--- src/rtl/countdown_timer.sv ---
// ---------------------------------------------------------------------------
// countdown_timer
// Down-counting m:ss timer. A start time is loaded as BCD digits, then the
// value drops by 'subtractor' seconds on every clock while 'count' is high,
// saturating at 0:00. Expiry produces a one-cycle 'done' pulse. The digit
// outputs share the elapsed-time Timer's format and feed driver7seg directly.
//
// Build option: COUNTDOWN_AUTORELOAD_EN
//   defined   - on expiry, reload the last clamped load value and keep running
//   undefined - stop in DONE holding 0:00
//
// Ports
//   clk          system clock, rising edge
//   reset        asynchronous active-low reset
//   count        level enable for decrementing
//   load         one-cycle load strobe (wins over count)
//   minutes0_in  BCD minutes to load        (clamped to MAX_MIN)
//   seconds1_in  BCD tens of seconds        (clamped to 5)
//   seconds0_in  BCD units of seconds       (clamped to 9)
//   subtractor   seconds removed per enabled cycle
//   minutes0     minutes digit   (6 bits, upper bits 0)
//   seconds1     tens digit      (6 bits, upper bits 0)
//   seconds0     units digit     (6 bits, upper bits 0)
//   running      high in RUN
//   zero         high when the displayed value is 0:00
//   done         one-cycle expiry pulse
//
// state   | meaning
// --------+------------------------------------------
// S_IDLE  | reset / empty load, value 0:00
// S_ARMED | value loaded, waiting for count
// S_RUN   | counting (holds while count is low)
// S_DONE  | expired, holds 0:00 until load or reset
// ---------------------------------------------------------------------------
module countdown_timer #(
    parameter int MAX_MIN = 9
) (
    input  logic       clk,
    input  logic       reset,
    input  logic       count,
    input  logic       load,
    input  logic [3:0] minutes0_in,
    input  logic [3:0] seconds1_in,
    input  logic [3:0] seconds0_in,
    input  logic [5:0] subtractor,
    output logic [5:0] seconds0,
    output logic [5:0] seconds1,
    output logic [5:0] minutes0,
    output logic       running,
    output logic       zero,
    output logic       done
);

    // Total seconds fits in 10 bits for any minutes digit up to 9 (599 s).
    localparam int          TW        = 10;
    localparam logic [3:0]  MAX_MIN_D = 4'(MAX_MIN);

    typedef enum logic [1:0] {
        S_IDLE  = 2'd0,
        S_ARMED = 2'd1,
        S_RUN   = 2'd2,
        S_DONE  = 2'd3
    } state_t;

    state_t          r_state;
    logic [3:0]      r_min;
    logic [3:0]      r_sec1;
    logic [3:0]      r_sec0;
    logic            r_running;
    logic            r_zero;
    logic            r_done;

    logic [3:0]      w_min_cl;
    logic [3:0]      w_sec1_cl;
    logic [3:0]      w_sec0_cl;
    logic [TW-1:0]   w_t_cur;
    logic [TW-1:0]   w_t_load;
    logic [TW-1:0]   w_t_sub;
    logic [TW-1:0]   w_t_next;
    logic [11:0]     w_next_digits;
    logic            w_decr;

    function automatic logic [TW-1:0] to_secs(input logic [3:0] m,
                                              input logic [3:0] s1,
                                              input logic [3:0] s0);
        return TW'(m) * TW'(60) + TW'(s1) * TW'(10) + TW'(s0);
    endfunction

    // Re-derive BCD digits {m, s1, s0} from a seconds total.
    function automatic logic [11:0] to_digits(input logic [TW-1:0] t);
        logic [3:0]    m;
        logic [TW-1:0] r;
        m = 4'(t / TW'(60));
        r = t - TW'(m) * TW'(60);
        return {m, 4'(r / TW'(10)), 4'(r % TW'(10))};
    endfunction

    assign w_min_cl  = (minutes0_in > MAX_MIN_D) ? MAX_MIN_D : minutes0_in;
    assign w_sec1_cl = (seconds1_in > 4'd5)      ? 4'd5      : seconds1_in;
    assign w_sec0_cl = (seconds0_in > 4'd9)      ? 4'd9      : seconds0_in;

    assign w_t_cur  = to_secs(r_min, r_sec1, r_sec0);
    assign w_t_load = to_secs(w_min_cl, w_sec1_cl, w_sec0_cl);
    assign w_t_sub  = TW'(subtractor);
    assign w_t_next = (w_t_cur > w_t_sub) ? (w_t_cur - w_t_sub) : '0;
    assign w_next_digits = to_digits(w_t_next);

    // A zero step is a no-op, including the ARMED->RUN move.
    assign w_decr = count && (subtractor != 6'd0) &&
                    ((r_state == S_ARMED) || (r_state == S_RUN));

`ifdef COUNTDOWN_AUTORELOAD_EN
    logic [TW-1:0] r_shadow_t;
    logic [11:0]   w_reload_digits;
    assign w_reload_digits = to_digits(r_shadow_t);
`endif

    always_ff @(posedge clk or negedge reset) begin
        if (!reset) begin
            r_state   <= S_IDLE;
            r_min     <= 4'd0;
            r_sec1    <= 4'd0;
            r_sec0    <= 4'd0;
            r_running <= 1'b0;
            r_zero    <= 1'b1;
            r_done    <= 1'b0;
`ifdef COUNTDOWN_AUTORELOAD_EN
            r_shadow_t <= '0;
`endif
        end else begin
            r_done <= 1'b0;
            if (load) begin
                r_min     <= w_min_cl;
                r_sec1    <= w_sec1_cl;
                r_sec0    <= w_sec0_cl;
                r_zero    <= (w_t_load == '0);
                r_running <= 1'b0;
                r_state   <= (w_t_load != '0) ? S_ARMED : S_IDLE;
`ifdef COUNTDOWN_AUTORELOAD_EN
                r_shadow_t <= w_t_load;
`endif
            end else if (w_decr) begin
                if (w_t_next == '0) begin
                    r_done <= 1'b1;
`ifdef COUNTDOWN_AUTORELOAD_EN
                    {r_min, r_sec1, r_sec0} <= w_reload_digits;
                    r_zero    <= (r_shadow_t == '0);
                    r_running <= 1'b1;
                    r_state   <= S_RUN;
`else
                    r_min     <= 4'd0;
                    r_sec1    <= 4'd0;
                    r_sec0    <= 4'd0;
                    r_zero    <= 1'b1;
                    r_running <= 1'b0;
                    r_state   <= S_DONE;
`endif
                end else begin
                    {r_min, r_sec1, r_sec0} <= w_next_digits;
                    r_zero    <= 1'b0;
                    r_running <= 1'b1;
                    r_state   <= S_RUN;
                end
            end
        end
    end

    assign minutes0 = {2'b00, r_min};
    assign seconds1 = {2'b00, r_sec1};
    assign seconds0 = {2'b00, r_sec0};
    assign running  = r_running;
    assign zero     = r_zero;
    assign done     = r_done;

endmodule

--- config.mk ---
export PLATFORM = sky130hd
export DESIGN_NAME = countdown_timer
export DESIGN_NICKNAME = d
export VERILOG_FILES = /design/src/rtl/countdown_timer.sv
export SDC_FILE = /design/constraint.sdc
export NUM_CORES = 1
export LEC_CHECK = 0
export ABC_AREA = 1
export CORE_MARGIN = 2
export CORE_UTILIZATION = 50
export CTS_BUF_LIST = sky130_fd_sc_hd__clkbuf_4 sky130_fd_sc_hd__clkbuf_8
export DETAILED_ROUTE_END_ITERATION = 12
export PLACE_DENSITY = 0.74
export REMOVE_ABC_BUFFERS = 1
export SYNTH_ARGS = -nofsm -noshare
export SYNTH_HDL_FRONTEND = slang
export SYNTH_SLANG_ARGS = --single-unit
--- constraint.sdc ---
create_clock -name clk -period 10.6 [get_ports clk]
set_input_delay 1.59 -clock clk [delete_from_list [all_inputs] [get_ports clk]]
set_output_delay 1.59 -clock clk [all_outputs]
set_load 0.05 [all_outputs]
==> implementation parameters, run 1 <==
Parameter                              Value

Run status
  Run status    finished, violations left
  Violations in the final reports    setup timing

Synth
  Biggest area contributors in the synthesized netlist    ha_1 21%, nand2_1 11%, inv_1 11%
  Fraction of synthesis flops using an asynchronous set or reset pin    100%
  YS warnings    0
  Count of mapped cells out of synthesis    679
  Sequential area share after synthesis    9.19%
  Synth cell count leaders    137 x nand2_1, 130 x inv_1, 77 x ha_1
  Number of enable-type register cells in the synthesized netlist    0
  Area share of the largest cell type after synthesis    20.7%
  Cell taking the most area after synthesis    ha_1
  Average footprint of a synthesized cell    6.84 um^2
  Number of synthesized register bits    17
  Flip-flop cell with the highest count after synthesis    dfrtp_1
  Distinct cell type count of the synthesized netlist    45
  Most frequently used cell type in the post-synthesis netlist    nand2_1
  Summed instance area of the synthesized netlist    0.00464 mm^2

Clock network
  Maximum buffer depth of the clock tree    2
  Clock Root Buffer    clkbuf_8
  Cts bufs inserted    3
  Clock network latency to the later pin of the worst-skew pair    260 ps
  Clk sinks    17
  Clock slew at the register clock pins of the worst setup and hold paths    60 ps
  Htree depth    1
  CTS tree    built

Placement
  Placement-stage worst setup slack    -671 ps
  Post-DP HPWL    9.55 mm
  Weighted congestion reported at the end of routability-driven placement    0.924
  Port Buffer Count    36

Route
  TritonRoute pass-1 iters    6
  Starting DRC count in detailed routing    301
  Average vias per placed instance    5.37
  Post-detailed-route wirelength per cell    14.2 um
  Drt total wl    13.3 mm
  Via count    5057
  DRC violations left    0
  Antenna Nets Post-Route    0

Floorplan
  Number of rows in the core area    35
  Die area    0.0101 mm^2
  Effective utilization at floorplan    51.0%
  Height of the chip    100 um
  Die W    100 um
  Number of primary I/O pins    43
  Core area    0.00911 mm^2

Layout
  Fin util    72.1%
  Fraction of final layout cells sized beyond drive strength 1    33.7%
  Antenna diode count    0
  Layout Area Growth over Synthesis    41.4%
  Number of nets at the end of the flow    953
  # fillers    635

Worst setup path
  Critical path endpoint category    register
  FF-to-FF setup slack    -600 ps
  Slowest stage delay, CP    550 ps
  CP Data Required Time    10750 ps
  Cell with the largest stage delay on the worst path    fa_1
  Most frequent cell on the critical path    nand2_2
  Critical Path AT    11350 ps
  Category of the most critical setup path    reg2reg
  CP Max Fanout    5
  Critical Path Source Type    register

STA
  Number of pins with negative max-slew slack in the final report    0
  Worst slew pin tran    710 ps
  Total setup violations reported at the end of the flow    6
  Hold Fails Final Rpt    0
  RSZ-0062 raised after global routing    yes
  Maximum clock rate    89.3 MHz
  Final setup skew    1.21 ps
  Smallest setup slack after layout    -598 ps
  Period minus WS final    11200 ps
  Worst slew margin relative to its limit    52.5%
  Final period util    106%
  Final hold slack    490 ps

Global route
  Largest net degree at the start of global routing    18
  Final global-route overflow total    0
  Number of antenna violations at the first check in global routing    0
  Via count of the first global-routing pass    4801
  Overall track demand over capacity in global routing    24.9%
  Wire length of the first global-routing pass    20.9 mm

Worst hold path
  Worst hold path class    reg2reg

Job
  Max-capacitance violation count    0
layer usage:
layer  up-vias  track usage, %  part of all wire (%)
li1       2460               -                     -
met1      2401            31.2                    40
met2       159            46.1                    52
met3        37            1.39                   4.8
met4         0            7.17                   2.8
met5         -               0                     0
worst max-delay path, delay by kind of cell (launching register included):
kind / cells / cell delay [ps]
fa+ha+maj: 11 / 4220
simple gates: 47 / 4110
compound gates: 9 / 1160
buf+inv: 14 / 880
flops: 1 / 400
xor+xnor: 2 / 300
per-stage QoR:
stage	instance area [um^2]	setup TNS [ps]	instances
floorplan	4600	-874	675
finish	6570	-2650	941
global placement	5540	-377	880
CTS	6080	-872	920
detailed placement	5540	-2220	880
global route	6570	-5890	941
state kept, by name, summed over array words and instances (netlist names):
name / count
zero: 1
done: 1
r_sec1: 4
r_min: 4
r_sec0: 4
running: 1
r_state: 2
repair_timing:
item                                    4_1_cts  5_1_grt
pin swaps                                    43       60
hold endpoints to repair                      0        0
resized for setup                            61       73
setup buffers                                36       21
endpoints found under the setup margin        5        7
hold buffers                                  0        0
placed cells by master, fill, tap and decap left out, types with 16 or more instances in the layout:
cell and count:
a21oi_1 24, buf_4 113, clkdlybuf4s50_1 36, dfrtp_1 16, fa_1 21, ha_1 69
inv_1 120, inv_2 21, nand2_1 110, nand2_2 36, nand2_4 22, nand3_1 35
nand3_2 18, nor2_1 29, xor2_1 16
logic make-up (layout without fill, tap and decap cells):
kind of cell,count (synthesis),count (layout),share of synthesized area (%)
other,1,8,0.0808
adders and majority gates,100,100,30.7
xor gates and xnor gates,26,26,5.07
buffers and inverters,157,301,13.3
and+or+nand+nor,301,301,31.7
AOI/OAI and AO/OA,77,77,10.1
DFF,17,17,9.19
area by class of cell:
type / instances / area [um^2] / area share, %
Multi-Input combinational cell: 512 / 4160 / 63.4
Sequential cell: 17 / 427 / 6.50
Clock buffer: 4 / 48.8 / 0.743
Inverter: 146 / 561 / 8.54
Timing Repair Buffer: 151 / 1230 / 18.8
Tap cell: 111 / 139 / 2.12
worst paths after layout:
kind / start / endpoint / depth (start not counted)
worst max register to register: r_min[0]$_DFFE_PN0P_ / r_sec0[3]$_DFFE_PN0P_ / 83
worst max-delay path: r_min[0]$_DFFE_PN0P_ / r_sec0[3]$_DFFE_PN0P_ / 83
worst min register to register: running$_DFFE_PN0P_ / running$_DFFE_PN0P_ / 2
worst min-delay path: running$_DFFE_PN0P_ / running$_DFFE_PN0P_ / 2
max in group asynchronous: reset / r_sec0[0]$_DFFE_PN0P_ / 1
min in group asynchronous: reset / running$_DFFE_PN0P_ / 1
Power of run 1 is not shown: default switching activity piles up to over one toggle a cycle in this logic, so the estimate is an artifact.
==> inputs of run 2 (changes only) <==
REMOVE_ABC_BUFFERS = unset   (was 1)
==> implementation parameters, run 2 (synthesis gave the netlist of run 1 again) <==
Parameter                              Value

STA
  Smallest setup slack after layout    -686 ps (was -598 ps)
  Sum Neg Setup Slack    -2890 ps (was -2650 ps)
  Final setup skew    4.87 ps (was 1.21 ps)
  RSZ-0062 raised after global routing    yes (unchanged)
  Total setup violations reported at the end of the flow    6 (unchanged)
  Period minus WS final    11290 ps (was 11200 ps)
  Final hold slack    527 ps (was 490 ps)
  Number of pins with negative max-slew slack in the final report    0 (unchanged)
  Hold Fails Final Rpt    0 (unchanged)
  Final period util    106% (about the same)
  Maximum clock rate    88.6 MHz (was 89.3 MHz)
  Worst slew pin tran    771 ps (was 710 ps)
  Worst slew margin relative to its limit    48.4% (was 52.5%)

Floorplan
  Die area    0.0101 mm^2 (unchanged)
  Number of rows in the core area    35 (unchanged)
  Effective utilization at floorplan    51.0% (unchanged)
  Die W    100 um (unchanged)
  Core area    0.00911 mm^2 (unchanged)
  Height of the chip    100 um (unchanged)
  Number of primary I/O pins    43 (unchanged)

Global route
  Final global-route overflow total    0 (unchanged)
  Via count of the first global-routing pass    4811 (was 4801)
  Largest net degree at the start of global routing    18 (unchanged)
  Wire length of the first global-routing pass    20.9 mm (about the same)
  Number of antenna violations at the first check in global routing    0 (unchanged)
  Overall track demand over capacity in global routing    24.8% (was 24.9%)

Worst setup path
  Number of cells on the worst reg-to-reg path    81 (was 83)
  Slowest stage delay, CP    580 ps (was 550 ps)
  Critical Path AT    11480 ps (was 11350 ps)
  WP buf/inv    13 (was 14)
  Critical path endpoint category    register (unchanged)
  Most frequent cell on the critical path    nand2_2 (unchanged)
  Number of gates on the worst path with buffers counted    81 (was 83)
  Critical Path Source Type    register (unchanged)
  Cell with the largest stage delay on the worst path    fa_1 (unchanged)
  CP Data Required Time    10800 ps (was 10750 ps)
  Family of cells with the greatest summed delay on the critical path    simple AND/OR/NAND/NOR gates (was adder cells)
  Category of the most critical setup path    reg2reg (unchanged)
  CP Max Fanout    5 (unchanged)

Run status
  Run status    finished, violations left (unchanged)
  Violations in the final reports    setup timing (unchanged)

Clock network
  CTS tree    built (unchanged)
  Clock Root Buffer    clkbuf_8 (unchanged)
  Clock network latency to the later pin of the worst-skew pair    260 ps (about the same)
  Htree depth    1 (unchanged)
  Maximum buffer depth of the clock tree    2 (unchanged)
  Clk sinks    17 (unchanged)
  Cts bufs inserted    3 (unchanged)
  Clock slew at the register clock pins of the worst setup and hold paths    70 ps (was 60 ps)

Route
  Starting DRC count in detailed routing    305 (was 301)
  DRC violations left    0 (unchanged)
  Post-detailed-route wirelength per cell    14.1 um (was 14.2 um)
  Via count    4939 (was 5057)
  Drt total wl    13.0 mm (was 13.3 mm)
  Antenna Nets Post-Route    0 (unchanged)
  TritonRoute pass-1 iters    5 (was 6)
  Average vias per placed instance    5.37 (about the same)

Layout
  Number of nets at the end of the flow    931 (was 953)
  # fillers    673 (was 635)
  Antenna diode count    0 (unchanged)
  Fraction of final layout cells sized beyond drive strength 1    30.8% (was 33.7%)
  Layout Area Growth over Synthesis    37.9% (was 41.4%)
  Most common library cell in the layout ignoring fill and taps    inv_1 (unchanged)
  Top flop regs    r_min x4, r_sec0 x4, r_sec1 x4 (unchanged)
  Leading cell types in the layout, fill and taps excluded    123 x inv_1, 110 x nand2_1, 88 x buf_4, 71 x ha_1, 36 x clkdlybuf4s50_1 (was 120 x inv_1, 113 x buf_4, 110 x nand2_1, 69 x ha_1)

Worst hold path
  Worst Hold Depth    2 (unchanged)
  Worst hold path class    reg2reg (unchanged)

Placement
  Post-DP HPWL    9.99 mm (was 9.55 mm)
  Port Buffer Count    36 (unchanged)
  Weighted congestion reported at the end of routability-driven placement    0.932 (was 0.924)

Job
  Max-capacitance violation count    0 (unchanged)
run 2: what timing repair did:
| item | in CTS | in global routing |
|---|---|---|
| setup buffers | 23 | 15 |
| hold buffers | 0 | 0 |
| gates resized for setup | 46 | 51 |
| pin swaps | 52 | 37 |
| setup endpoints to repair | 5 | 7 |
| endpoints found under the hold margin | 0 | 0 |
run 2: path summary, 6_finish.rpt:
| kind | startpoint | to | slack, ps |
|---|---|---|---|
| worst max-delay path | r_min[1]$_DFFE_PN0P_ | r_sec0[3]$_DFFE_PN0P_ | -690 |
| max in group asynchronous | reset | r_min[0]$_DFFE_PN0P_ | 8290 |
| worst min register to register | r_state[0]$_DFFE_PN0P_ | r_state[0]$_DFFE_PN0P_ | 530 |
| worst max register to register | r_min[1]$_DFFE_PN0P_ | r_sec0[3]$_DFFE_PN0P_ | -690 |
| worst min-delay path | r_state[0]$_DFFE_PN0P_ | r_state[0]$_DFFE_PN0P_ | 530 |
| min in group asynchronous | reset | r_min[3]$_DFFE_PN0P_ | 1780 |
run 2: area by class of cell:
class	instances	area [um^2]	share of cell area, %
multi-input cells	512	4150	64.8
repair buffers	129	1080	16.8
inverters	146	563	8.79
flip-flops and latches	17	430	6.72
well taps	111	139	2.17
clock buffers	3	41.3	0.645
clock inverters	1	5.00	0.0782
run 2: through the flow:
step,worst slack (ps),area (um^2),instances,util [%]
6_report,-686,6400,919,70.3
5_1_grt,-1240,6400,919,70.3
4_1_cts,-310,6050,904,66.4
3_5_place_dp,-459,5650,878,62.1
3_3_place_gp,-44.8,5650,878,62.1
2_1_floorplan,-107,4800,686,-
run 2: per-layer routing:
| layer | routed length [um] | global-route usage [%] | vias to the layer above |
|---|---|---|---|
| met4 | 247 | 6.85 | 0 |
| met5 | 0 | 0 | - |
| met3 | 655 | 0.766 | 18 |
| met1 | 5340 | 31.1 | 2326 |
| met2 | 6710 | 46.5 | 170 |
| li1 | - | - | 2425 |
run 2: worst reg2reg max path, delay by kind of cell, from the launching register on:
| family | cells | cell delay (ps) |
|---|---|---|
| AOI/OAI and AO/OA | 7 | 950 |
| xor gates and xnor gates | 2 | 300 |
| adders and majority gates | 11 | 4310 |
| and+or+nand+nor | 48 | 4490 |
| DFF | 1 | 420 |
| buffers and inverters | 13 | 780 |
Power of run 2 is left out for the same reason.
==> inputs of run 3 (changes only) <==
ABC_AREA = unset   (was 1)
CTS_CLUSTER_SIZE = 30   (was unset)
MAX_ROUTING_LAYER = met4   (was unset)
PLACE_DENSITY = 0.73   (was 0.74)
==> implementation parameters, run 3 <==
Parameter                              Value

Run status
  Run status    completed (was finished, violations left)

Clock network
  Maximum buffer depth of the clock tree    2 (unchanged)
  Clock network latency to the later pin of the worst-skew pair    260 ps (about the same)
  Cts bufs inserted    3 (unchanged)
  CTS tree    built (unchanged)
  Clock Root Buffer    clkbuf_8 (unchanged)
  Clk sinks    17 (unchanged)
  Htree depth    1 (unchanged)
  Clock slew at the register clock pins of the worst setup and hold paths    70 ps (about the same)

Placement
  Standard cell area after detailed placement    0.00607 mm^2 (was 0.00565 mm^2)
  Post-DP HPWL    11.5 mm (was 9.99 mm)
  Weighted congestion reported at the end of routability-driven placement    0.980 (was 0.932)
  Port Buffer Count    36 (unchanged)

STA
  Maximum clock rate    94.9 MHz (was 88.6 MHz)
  Total setup violations reported at the end of the flow    0 (was 6)
  Final setup skew    1.45 ps (was 4.87 ps)
  Sum Neg Setup Slack    0 ps (was -2890 ps)
  Hold Fails Final Rpt    0 (unchanged)
  Worst slew margin relative to its limit    45.2% (was 48.4%)
  Final period util    99.4% (was 106%)
  Period minus WS final    10540 ps (was 11290 ps)
  Number of pins with negative max-slew slack in the final report    0 (unchanged)
  RSZ-0062 raised after global routing    yes (unchanged)
  Worst slew pin tran    820 ps (was 771 ps)

Synth
  Distinct cell type count of the synthesized netlist    93 (was 45)
  Synth cell count leaders    77 x ha_1, 77 x inv_1, 58 x a21oi_1 (was 137 x nand2_1, 130 x inv_1, 77 x ha_1)
  Sequential area share after synthesis    8.26% (was 9.19%)
  Synth Area in Simple Gates    19.6% (was 31.7%)
  Count of mapped cells out of synthesis    659 (was 679)
  Fraction of synthesis flops using an asynchronous set or reset pin    100% (unchanged)
  Summed instance area of the synthesized netlist    0.00517 mm^2 (was 0.00464 mm^2)
  Share of synthesized area spent on multiplexers    1.53% (was 0%)
  Area share of the largest cell type after synthesis    18.6% (was 20.7%)
  YS warnings    0 (unchanged)
  Flip-flop cell with the highest count after synthesis    dfrtp_1 (unchanged)
  Adder and majority gate portion of the synthesized area    27.8% (was 30.7%)
  Biggest area contributors in the synthesized netlist    ha_1 19%, fa_1 8.9%, dfrtp_1 7.7% (was ha_1 21%, nand2_1 11%, inv_1 11%)
  Number of synthesized register bits    17 (unchanged)
  Largest family of logic cells by synthesized area    adder cells (was simple AND/OR/NAND/NOR gates)
  Average footprint of a synthesized cell    7.84 um^2 (was 6.84 um^2)
  Area fraction in compound gates after synthesis    27.3% (was 10.1%)
  Fraction of synthesized cell area in xor and xnor cells    7.72% (was 5.07%)
  Cell taking the most area after synthesis    ha_1 (unchanged)
  Number of enable-type register cells in the synthesized netlist    0 (unchanged)

Layout
  Number of nets at the end of the flow    878 (was 931)
  Antenna diode count    0 (unchanged)
  Top flop regs    r_min x4, r_sec0 x4, r_sec1 x4 (unchanged)
  Layout Cell Area excl Fill    0.00680 mm^2 (was 0.00640 mm^2)
  Fraction of final layout cells sized beyond drive strength 1    25.7% (was 30.8%)
  Fin util    66.8% (was 70.3%)
  Layout Area Growth over Synthesis    31.6% (was 37.9%)
  Leading cell types in the layout, fill and taps excluded    74 x inv_1, 68 x ha_1, 66 x buf_4, 50 x a21oi_1 (was 123 x inv_1, 110 x nand2_1, 88 x buf_4, 71 x ha_1, 36 x clkdlybuf4s50_1)
  Most common library cell in the layout ignoring fill and taps    inv_1 (unchanged)
  # fillers    800 (was 673)

Route
  Antenna Nets Post-Route    0 (unchanged)
  Drt total wl    15.5 mm (was 13.0 mm)
  Average vias per placed instance    6.05 (was 5.37)
  Starting DRC count in detailed routing    386 (was 305)
  Post-detailed-route wirelength per cell    17.4 um (was 14.1 um)
  TritonRoute pass-1 iters    4 (was 5)
  Via count    5391 (was 4939)
  DRC violations left    0 (unchanged)

Global route
  Via count of the first global-routing pass    5136 (was 4811)
  Final global-route overflow total    0 (unchanged)
  Largest net degree at the start of global routing    26 (was 18)
  Overall track demand over capacity in global routing    25.9% (was 24.8%)
  Number of antenna violations at the first check in global routing    0 (unchanged)
  Wire length of the first global-routing pass    23.7 mm (was 20.9 mm)

Worst setup path
  FF-to-FF setup slack    60 ps (was -690 ps)
  Slowest stage delay, CP    590 ps (was 580 ps)
  Cell with the largest stage delay on the worst path    fa_1 (unchanged)
  Worst reg2reg startpoint    r_min[2]$_DFFE_PN0P_ (was r_min[1]$_DFFE_PN0P_)
  CP Data Required Time    10790 ps (was 10800 ps)
  CP Max Fanout    7 (was 5)
  Critical path endpoint category    register (unchanged)
  Number of cells on the worst reg-to-reg path    47 (was 81)
  Category of the most critical setup path    reg2reg (unchanged)
  Critical Path Source Type    register (unchanged)
  Worst flop-to-flop path endpoint    r_sec0[3]$_DFFE_PN0P_ (unchanged)
  Most frequent cell on the critical path    fa_1 (was nand2_2)
  Critical Path AT    10720 ps (was 11480 ps)

Floorplan
  Core area    0.0102 mm^2 (was 0.00911 mm^2)
  Height of the chip    106 um (was 100 um)
  Number of primary I/O pins    43 (unchanged)
  Die area    0.0112 mm^2 (was 0.0101 mm^2)
  Die W    106 um (was 100 um)
  Effective utilization at floorplan    50.7% (was 51.0%)
  Number of rows in the core area    37 (was 35)

Worst hold path
  Worst Hold Depth    2 (unchanged)
  Hold Startpoint    running$_DFFE_PN0P_ (was r_state[0]$_DFFE_PN0P_)
  Sink of the worst hold path    running$_DFFE_PN0P_ (was r_state[0]$_DFFE_PN0P_)
  Worst hold path class    reg2reg (unchanged)

Job
  Max-capacitance violation count    0 (unchanged)
==> run 3: repair_timing <==
action,4_1_cts,5_1_grt
hold buffers,0,0
pin swaps,10,55
gates resized for setup,12,95
setup endpoints to repair,5,7
hold endpoints to repair,0,0
buffers inserted,8,8
==> run 3: layout make-up <==
class	instances	area [um^2]	area share, %
Tap cell	136	170	2.50
Sequential cell	17	430	6.33
Multi-Input combinational cell	550	4940	72.7
Clock inverter	1	5.00	0.0736
Inverter	77	289	4.25
Clock buffer	3	41.3	0.607
Timing Repair Buffer	107	921	13.5
==> run 3: cells by family (layout without fill, tap and decap cells) <==
kind of cell,Yosys count,in the layout
compound gates,201,201
simple gates,190,190
fa+ha+maj,101,101
buf+inv,99,188
xor+xnor,44,44
flops,17,17
mux,6,6
other cells,1,8
==> run 3: routing by layer <==
metal | GRT usage [%] | part of all wire [%]
met5 | - | 0
met4 | 3.38 | 2.6
met3 | 2.78 | 4.7
met2 | 44.6 | 50
met1 | 33.8 | 43
==> run 3: metrics by stage <==
stage | instances | setup WS [ps] | hold WS [ps]
floorplan | 666 | 4.05 | 495
global placement | 871 | 57.4 | 515
detailed placement | 871 | -261 | 520
CTS | 883 | 14.2 | 554
global route | 891 | -447 | 569
finish | 891 | 61.7 | 556
==> run 3: worst max path at each step <==
stage,startpoint,slack (ps),depth (start not counted),to
2_1_floorplan,r_min[2]$_DFFE_PN0P_,4,43,r_sec0[3]$_DFFE_PN0P_
3_3_place_gp,subtractor[1],60,39,r_sec0[3]$_DFFE_PN0P_
3_5_place_dp,r_min[0]$_DFFE_PN0P_,-260,43,r_sec0[3]$_DFFE_PN0P_
4_1_cts,r_min[0]$_DFFE_PN0P_,10,43,r_sec0[3]$_DFFE_PN0P_
5_1_grt,r_min[2]$_DFFE_PN0P_,-450,47,r_sec0[3]$_DFFE_PN0P_
6_report,r_min[2]$_DFFE_PN0P_,60,47,r_sec0[3]$_DFFE_PN0P_
==> run 3: worst max-delay path: cells and delay by family (launching register included) <==
kind	cells	cell delay, ps
xor gates and xnor gates	5	750
DFF	1	420
buffers and inverters	8	810
and+or+nand+nor	6	890
muxes	1	250
AOI/OAI and AO/OA	16	2820
adders and majority gates	11	4490
Power of run 3 is left out for the same reason.
